<file path="config.mk">
export PLATFORM = sky130hd
export DESIGN_NAME = temporizador_bcd_param
export DESIGN_NICKNAME = d
export VERILOG_FILES = /design/src/rtl/temporizador_bcd_param.sv
export SDC_FILE = /design/constraint.sdc
export NUM_CORES = 1
export LEC_CHECK = 0
export BUFFER_PORTS_ARGS = -buffer_cell sky130_fd_sc_hd__clkbuf_2
export CAP_MARGIN = 20
export CORE_UTILIZATION = 61
export CTS_CLUSTER_SIZE = 20
export DETAILED_ROUTE_END_ITERATION = 7
export PLACE_DENSITY = 0.81
export SETUP_SLACK_MARGIN = 0.3
export SLEW_MARGIN = 20
export SYNTH_ARGS = -nofsm -noshare
export SYNTH_HDL_FRONTEND = slang
export SYNTH_SLANG_ARGS = --single-unit
</file>
<file path="constraint.sdc">
create_clock -name CLOCK -period 4 [get_ports CLOCK]
set_input_delay 0.8 -clock CLOCK [delete_from_list [all_inputs] [get_ports CLOCK]]
set_output_delay 0.8 -clock CLOCK [all_outputs]
set_load 0.05 [all_outputs]
</file>
<file path="src/rtl/temporizador_bcd_param.sv">
// Mixed-radix BCD countdown timer (MM..M:SS.d) with a tenth-of-second prescaler,
// IDLE/RUNNING/PAUSED/EXPIRED control, a per-edge penalty drain and a low-time warning.
module temporizador_bcd_param #(
  parameter int MIN_DIGITS  = 1,
  parameter int TICK_DIV    = 100000,
  parameter int START_MIN   = 2,
  parameter int START_SEC   = 59,
  parameter int START_TENTH = 0,
  parameter int PENALTY_SEC = 10,
  parameter int WARN_SEC    = 10
) (
  input  logic                    CLOCK,
  input  logic                    RESET,
  input  logic                    START,
  input  logic                    PAUSE,
  input  logic                    PENALTY,
  output logic [3:0]              DECIMOS,
  output logic [3:0]              SEGUNDOS_UNIDADE,
  output logic [3:0]              SEGUNDOS_DECIMOS,
  output logic [4*MIN_DIGITS-1:0] MINUTOS,
  output logic                    RUNNING,
  output logic                    AVISO,
  output logic                    TEMPO_ACABOU,
  output logic [1:0]              STATE_DBG
);

  typedef enum logic [1:0] {IDLE = 2'd0, RUN = 2'd1, PAUSED = 2'd2, EXPIRED = 2'd3} state_e;

  localparam int MW = 4 * MIN_DIGITS;
  localparam int PW = (TICK_DIV > 1) ? $clog2(TICK_DIV) : 1;
  localparam logic [PW-1:0] PRE_LAST = PW'(TICK_DIV - 1);

  function automatic logic [MW-1:0] min_to_bcd(input int v);
    logic [MW-1:0] r;
    int t;
    r = '0;
    t = v;
    for (int i = 0; i < MIN_DIGITS; i++) begin
      r[4*i +: 4] = 4'(t % 10);
      t = t / 10;
    end
    return r;
  endfunction

  localparam logic [MW-1:0] ST_MIN = min_to_bcd(START_MIN);
  localparam logic [3:0]    ST_SD  = 4'(START_SEC / 10);
  localparam logic [3:0]    ST_SU  = 4'(START_SEC % 10);
  localparam logic [3:0]    ST_T   = 4'(START_TENTH);

  state_e          state_q, state_d;
  logic [MW-1:0]   min_q, min_d;
  logic [3:0]      sd_q, sd_d, su_q, su_d, t_q, t_d;
  logic [PW-1:0]   pre_q, pre_d;
  logic [7:0]      pend_q, pend_d;

  logic [MW-1:0]   sm_min;
  logic [3:0]      sm_sd, sm_su;
  logic            borrow;
  logic            min_zero, sec_zero, tick_expire, pen_expire, expire;
  logic [9:0]      pend_base, pend_add, pend_sum;
  logic [7:0]      pend_sat, sec_val;

  // Value minus one second, borrowing from seconds units upward; tenths untouched.
  always_comb begin
    sm_min = min_q;
    sm_sd  = sd_q;
    sm_su  = su_q;
    borrow = 1'b0;
    if (su_q != 4'd0) sm_su = su_q - 4'd1;
    else begin
      sm_su = 4'd9;
      if (sd_q != 4'd0) sm_sd = sd_q - 4'd1;
      else begin
        sm_sd  = 4'd5;
        borrow = 1'b1;
      end
    end
    for (int i = 0; i < MIN_DIGITS; i++) begin
      if (borrow) begin
        if (min_q[4*i +: 4] != 4'd0) begin
          sm_min[4*i +: 4] = min_q[4*i +: 4] - 4'd1;
          borrow = 1'b0;
        end else begin
          sm_min[4*i +: 4] = 4'd9;
        end
      end
    end
  end

  assign min_zero    = (min_q == '0);
  assign sec_zero    = (sd_q == 4'd0) && (su_q == 4'd0);
  assign tick_expire = min_zero && sec_zero && (t_q <= 4'd1);
  // A one-second step expires at or below 00:01.0; 00:00.x counts as zero.
  assign pen_expire  = min_zero && (sec_zero || (sd_q == 4'd0 && su_q == 4'd1 && t_q == 4'd0));

  assign pend_base = (pend_q != 8'd0) ? {2'b00, pend_q - 8'd1} : 10'd0;
  assign pend_add  = PENALTY ? 10'(PENALTY_SEC) : 10'd0;
  assign pend_sum  = pend_base + pend_add;
  assign pend_sat  = (pend_sum > 10'd255) ? 8'd255 : pend_sum[7:0];

  always_comb begin
    state_d = state_q;
    min_d   = min_q;
    sd_d    = sd_q;
    su_d    = su_q;
    t_d     = t_q;
    pre_d   = pre_q;
    pend_d  = pend_q;
    expire  = 1'b0;
    case (state_q)
      IDLE: begin
        if (START && !PAUSE) begin
          state_d = RUN;
          pre_d   = '0;
        end
      end
      RUN, PAUSED: begin
        pend_d = pend_sat;
        if (pend_q != 8'd0) begin
          if (pen_expire) expire = 1'b1;
          else begin
            min_d = sm_min;
            sd_d  = sm_sd;
            su_d  = sm_su;
          end
        end else if (state_q == RUN && !PAUSE) begin
          if (pre_q == PRE_LAST) begin
            pre_d = '0;
            if (tick_expire) expire = 1'b1;
            else if (t_q != 4'd0) t_d = t_q - 4'd1;
            else begin
              t_d   = 4'd9;
              min_d = sm_min;
              sd_d  = sm_sd;
              su_d  = sm_su;
            end
          end else begin
            pre_d = pre_q + PW'(1);
          end
        end
        if (state_q == RUN && PAUSE) state_d = PAUSED;
        else if (state_q == PAUSED && START && !PAUSE) state_d = RUN;
        if (expire) begin
          state_d = EXPIRED;
          min_d   = '0;
          sd_d    = 4'd0;
          su_d    = 4'd0;
          t_d     = 4'd0;
          pend_d  = 8'd0;
        end
      end
      EXPIRED: begin
        if (START && !PAUSE) begin
          state_d = RUN;
          min_d   = ST_MIN;
          sd_d    = ST_SD;
          su_d    = ST_SU;
          t_d     = ST_T;
          pre_d   = '0;
        end
      end
      default: state_d = IDLE;
    endcase
  end

  always_ff @(posedge CLOCK) begin
    if (!RESET) begin
      state_q <= IDLE;
      min_q   <= ST_MIN;
      sd_q    <= ST_SD;
      su_q    <= ST_SU;
      t_q     <= ST_T;
      pre_q   <= '0;
      pend_q  <= 8'd0;
    end else begin
      state_q <= state_d;
      min_q   <= min_d;
      sd_q    <= sd_d;
      su_q    <= su_d;
      t_q     <= t_d;
      pre_q   <= pre_d;
      pend_q  <= pend_d;
    end
  end

  assign sec_val          = ({4'd0, sd_q} * 8'd10) + {4'd0, su_q};
  assign DECIMOS          = t_q;
  assign SEGUNDOS_UNIDADE = su_q;
  assign SEGUNDOS_DECIMOS = sd_q;
  assign MINUTOS          = min_q;
  assign RUNNING          = (state_q == RUN);
  assign TEMPO_ACABOU     = (state_q == EXPIRED);
  assign AVISO            = (state_q != IDLE) && min_zero && (sec_val < 8'(WARN_SEC));
  assign STATE_DBG        = state_q;

endmodule

</file>
# [Yosys cells after proc, flatten, opt, wreduce, memory -nomap -nowiden]
# Index checks and enable logic that the tools add are counted.
[classes] n_addsub=8 multipliers=1 n_div=0 order_cmp=3 n_eq_ne=19 n_shift=0 muxes=62 n_bitwise=0 reduce_logical=33
[ops] op="$mux W4" count=37
[ops] op="$mux W17" count=4
[ops] op="$pmux W17 S2" count=1
[ops] op="$pmux W4 S2" count=4
[ops] op="$mux W8" count=3
[ops] op="$ne A4 B4 Y1 const B" count=6
[ops] op="$add A17 B1 Y17 const B" count=1
[ops] op="$eq A17 B17 Y1 const B" count=1
[ops] op="$logic_not A4 Y1" count=4
[ops] op="$reduce_bool A4 Y1" count=4
[ops] op="$sub A4 B1 Y4 const B" count=4
[ops] op="$logic_and A1 B1 Y1" count=13
[ops] op="$ne A3 B3 Y1 const B" count=4
[ops] op="$add A8 B4 Y9" count=1
[ops] op="$gt A9 B8 Y1 const B" count=1
[ops] op="$add A8 B4 Y8" count=1
[ops] op="$lt A8 B4 Y1 const B" count=1
[ops] op="$mux W1" count=8
[ops] op="$mux W2" count=4
[ops] op="$reduce_bool A8 Y1" count=1
[ops] op="$sub A8 B1 Y8 const B" count=1
[ops] op="$mul A4 B3 Y7 const B" count=1
[ops] op="$reduce_and A7 Y1" count=1
[ops] op="$reduce_and A6 Y1" count=1
[ops] op="other kinds (14)" count=19
[word_totals] ff_bits=43 latch_bits=0 ram_bits=0 romBits=0 in_bits=5 out_inout_bits=21 elab_cells=133 mem_count=0

# [Logic depth before layout (Yosys ltp)]
[depth] word_depth=11 depth_mapped=14 mapped_depth_nobuf=13

# [Worst setup path before layout]
# No wires, ideal clock.
[synth_path] path_kind="reg-to-output" startpoint="register sd_q[2], in the netlist SEGUNDOS_DECIMOS[2]" endpoint="output port AVISO" arrival_time_ns=3.864 t_required_ns=3.200 slack_ns=-0.664 path_stages_with_launch=11 path_buffers=0 path_cell_list="dfxtp_1 -> ha_1 -> ha_1 -> inv_1 -> fa_1 -> a211o_1 -> a21o_1 -> o31ai_1 -> nand2_1 -> o31a_1 -> nor4_1"
[synth_via] elab_chain_cells=4
[synth_lines] item="from (decl)" line_no="52" text="logic [3:0] sd_q, sd_d, su_q, su_d, t_q, t_d;"
[synth_lines] item="from (signal assigned)" line_no="170" text="sd_q <= ST_SD;"
[synth_lines] item="from (signal assigned)" line_no="178" text="sd_q <= sd_d;"
[synth_lines] item="$mul A4 B3 Y7" line_no="186" text="assign sec_val = ({4'd0, sd_q} * 8'd10) + {4'd0, su_q};"
[synth_lines] item="$add A8 B4 Y8" line_no="186"
[synth_lines] item="$lt A8 B4 Y1" line_no="193" text="assign AVISO = (state_q != IDLE) && min_zero && (sec_val < 8'(WARN_SEC));"
[synth_lines] item="$logic_and A1 B1 Y1" line_no="193"
[synth_lines] item="to (decl)" line_no="22" text="output logic AVISO,"
# Every way passes these cells.

# [Worst setup path in the final report]
[layout_path] startpoint="register sd_q[3], in the netlist SEGUNDOS_DECIMOS[3]" endpoint="output port AVISO"
# Same word-level chain as after synthesis.

==> impl_metrics.yaml <==
floorplan:
  fp.dieArea_um2: 5520
  floorplan.initialDensity: 0.6533
  fp.dieH_um: 74.30
  die_x_um: 74.30
  num_rows: 25
  core_area_um2: 4880
  io_pins: 26
cells_and_area:
  fraction_of_final_layout_cells_sized_beyond_drive_strength_1: 0.1703
  num-fill-cells: 383
  n_antenna_cell: 0
  final_net_count: 439
  final_core_util: 0.7313
  area_growth_from_synthesis_to_final_layout_pct: 11.93
place:
  gp_congestion: 0.9216
  port_buffers: 25
  detailedPlacementHpwl_mm: 5.347
cts:
  cts_buffers: 5
  root_buffer: "sky130_fd_sc_hd__clkbuf_8"
  hold_buffers: 0
  cts_max_level: 2
  insertion_delay_ns: 0.30
  clock-sinks: 43
  clock_edge_transition_at_the_registers_on_the_reported_setup_and_hold_paths_ns: 0.09
  cts.path.max_buffers: 2
  tritoncts: "yes"
yosys:
  post_synth_inst_count: 384
  synth-edff-count: 0
  ys.warnings.count: 0
  synth_top_cell_area_share: 0.2700
  yosys-top-cells-area: "sky130_fd_sc_hd__dfxtp_1 (27%), sky130_fd_sc_hd__ha_1 (8.6%), sky130_fd_sc_hd__nor2_1 (5.2%)"
  leading_cell_types_by_count_after_synthesis: "sky130_fd_sc_hd__nor2_1 (44), sky130_fd_sc_hd__dfxtp_1 (43), sky130_fd_sc_hd__nand2_1 (28), sky130_fd_sc_hd__a21oi_1 (23), sky130_fd_sc_hd__ha_1 (22)"
  postSynthNetCount: 413
  ys_async_sr_fraction: 0
  post-synth-top-count-cell: "sky130_fd_sc_hd__nor2_1"
  synth_largest_area_cell: "sky130_fd_sc_hd__dfxtp_1"
  synth.ff_latch_count: 43
  average_cell_area_after_synthesis_um2: 8.302
  count_of_unique_library_cells_instantiated_by_yosys: 71
  post_synth_instance_area_um2: 3188
  synth-main-ff-cell: "sky130_fd_sc_hd__dfxtp_1"
  sequential_to_total_area_share_from_yosys_stat: 0.2700
timing:
  timing.final.crit_share: 0.9062
  finalCriticalPeriod_ns: 3.625
  max_slew.worst_pin.slew_ns: 0.7346
  hold_slack_ns: 0.4986
  timing.final.setup_violations: 0
  grt_setup_unrepaired: "false"
  setup-tns-final_ns: 0
  fmaxAchievable_mhz: 275.9
  maxSlewHeadroom: 0.5092
  timing.clock.skew_ns: 0.009762
  finalMaxSlewViolations: 0
  final_hold_viol_count: 0
status:
  outcome: "finished, final reports clean"
job:
  cap_viol_max_count: 0
route:
  number_of_remaining_drc_errors: 0
  via_count: 3040
  drt-pass1-iter-count: 5
  detail_route.iter0.violations: 222
  ant_nets: 0
  totalWireLength_mm: 7.604
  post_drt_via_cell_ratio: 6.360
  detail_route.wl_per_cell_um: 15.91
critical_path:
  worst-endpoint-arrival_ns: 2.82
  timing.rr.end: "pend_q[6]"
  worstRegToRegCells: 11
  startpoint_type: "register"
  critical_path.max_fanout: 7
  rr_startpoint: "pend_q[0]"
  crit_required_ns: 3.20
  setup.worst_path.start: "SEGUNDOS_DECIMOS[3]"
  timing_worst_setup_path_type: "reg2out"
  critical-path-slowest-cell: "sky130_fd_sc_hd__dfxtp_4"
  ff2ff_setup_slack_ns: 0.63
  cp-endpoint: "AVISO"
  crit_path_max_incr_delay_ns: 0.38
  crit_chain: "ha_4, ha_2, inv_1, fa_2, a211o_1, a21o_1, o31ai_2, nand2_1, o31a_1, nor4_4, clkbuf_8"
  critical_path.endpoint_type: "output port"
global_route:
  via_count_of_the_first_global_routing_pass: 2573
  largest_net_degree_at_the_start_of_global_routing: 22
  grt_first_pass_wirelength_mm: 12.05
  grt_antenna_before_repair: 0
  overflow: 0
  groute.usage.overall: 0.2790
power:
  power.density_nw_per_um2: 498.5
  vdd_ir_drop_max_mv: 0.4176
  power.static_leakage_uw: 0.001342
worst_hold_path:
  worstHoldPathType: "reg2reg"
==> repair_timing <==
action                     CTS  global route
setup endpoints to repair    1             1
resized for setup            5             4
buffers inserted             0             6
pin swaps                    1             2
==> state kept, by name, summed over array words and instances (netlist names) <==
register / flops
DECIMOS: 4
SEGUNDOS_DECIMOS: 4
SEGUNDOS_UNIDADE: 4
pre_q: 17
MINUTOS: 4
STATE_DBG: 2
pend_q: 8
==> worst min path at each step <==
stage                        start       end  slack [ns]  cells past startpoint
after floorplan           pre_q[8]  pre_q[8]        0.46                      2
after global placement    pre_q[8]  pre_q[8]        0.48                      2
after detailed placement  pre_q[1]  pre_q[1]        0.49                      2
after CTS                 pre_q[8]  pre_q[8]        0.50                      2
after global routing      pre_q[8]  pre_q[8]        0.52                      2
final                     pre_q[8]  pre_q[8]        0.50                      2
==> worst max-delay path: cells and delay by family (launching register included) <==
| family | cells | cell delay (ns) |
|---|---|---|
| AO/OA/AOI/OAI | 4 | 0.78 |
| buffers and inverters | 2 | 0.28 |
| flip-flops | 1 | 0.38 |
| adder cells (fa/ha/maj) | 3 | 0.79 |
| AND/OR/NAND/NOR | 2 | 0.29 |
==> layout by cell type, fill, tap and decap left out, types with 3 or more instances in the layout <==
cell type and count:
sky130_fd_sc_hd__or4_1 4, sky130_fd_sc_hd__nand3_1 13, sky130_fd_sc_hd__nand4_1 5, sky130_fd_sc_hd__nor2_1 44, sky130_fd_sc_hd__a31oi_1 9, sky130_fd_sc_hd__or3_1 3, sky130_fd_sc_hd__nand4b_1 3, sky130_fd_sc_hd__inv_1 19
sky130_fd_sc_hd__o31ai_1 5, sky130_fd_sc_hd__o21ai_0 15, sky130_fd_sc_hd__and4_1 3, sky130_fd_sc_hd__dfxtp_1 39, sky130_fd_sc_hd__nor3_1 16, sky130_fd_sc_hd__a211oi_1 5, sky130_fd_sc_hd__nor3b_4 3, sky130_fd_sc_hd__a21o_1 6
sky130_fd_sc_hd__and2_1 4, sky130_fd_sc_hd__buf_4 7, sky130_fd_sc_hd__nand2_1 28, sky130_fd_sc_hd__o21a_1 3, sky130_fd_sc_hd__a21oi_1 23, sky130_fd_sc_hd__ha_1 20, sky130_fd_sc_hd__dfxtp_4 3, sky130_fd_sc_hd__o32ai_1 3
sky130_fd_sc_hd__nor2b_1 5, sky130_fd_sc_hd__xor2_1 10, sky130_fd_sc_hd__o21ai_1 5, sky130_fd_sc_hd__xnor2_1 5, sky130_fd_sc_hd__clkbuf_2 24, sky130_fd_sc_hd__clkbuf_8 6, sky130_fd_sc_hd__nand2b_1 6, sky130_fd_sc_hd__o211ai_1 4
==> metal layers <==
metal  routed length [um]  GRT usage
met5                    0          0
met4                   80    0.07338
met3                  369    0.04336
met2                 3566     0.4737
met1                 3586     0.3699
==> layout make-up <==
type / instances / area (um2) / area share
Sequential cell: 43 / 873.3 / 0.2447
Timing Repair Buffer: 32 / 186.4 / 0.05224
Clock buffer: 5 / 68.82 / 0.01928
Multi-Input combinational cell: 308 / 2233 / 0.6259
Clock inverter: 3 / 47.55 / 0.01332
Inverter: 20 / 75.07 / 0.02104
Tap cell: 67 / 83.83 / 0.02349
==> power by group <==
part | total (uW) | internal, uW | switching (uW)
registers | 521 | 459 | 62.1
clock network | 354 | 189 | 165
logic | 904 | 341 | 563
==> through the flow <==
stage               std cells  power (uW)  setup WS [ns]  area [um2]
floorplan                 384        1300         0.4092        3208
global placement          464        1411         0.6055        3368
detailed placement        464        1417         0.5580        3368
CTS                       472        1771         0.3211        3501
global route              478        1907         0.2918        3568
finish                    478        1779         0.3753        3568
==> cells by family after synthesis <==
logic type / Yosys count / synth area share
flops: 43 / 0.2700
simple gates: 164 / 0.3116
fa+ha+maj: 24 / 0.09890
xor+xnor: 15 / 0.04121
mux: 2 / 0.006280
buf+inv: 33 / 0.04121
compound gates: 103 / 0.2308
Power figures use the tool's default switching activity.
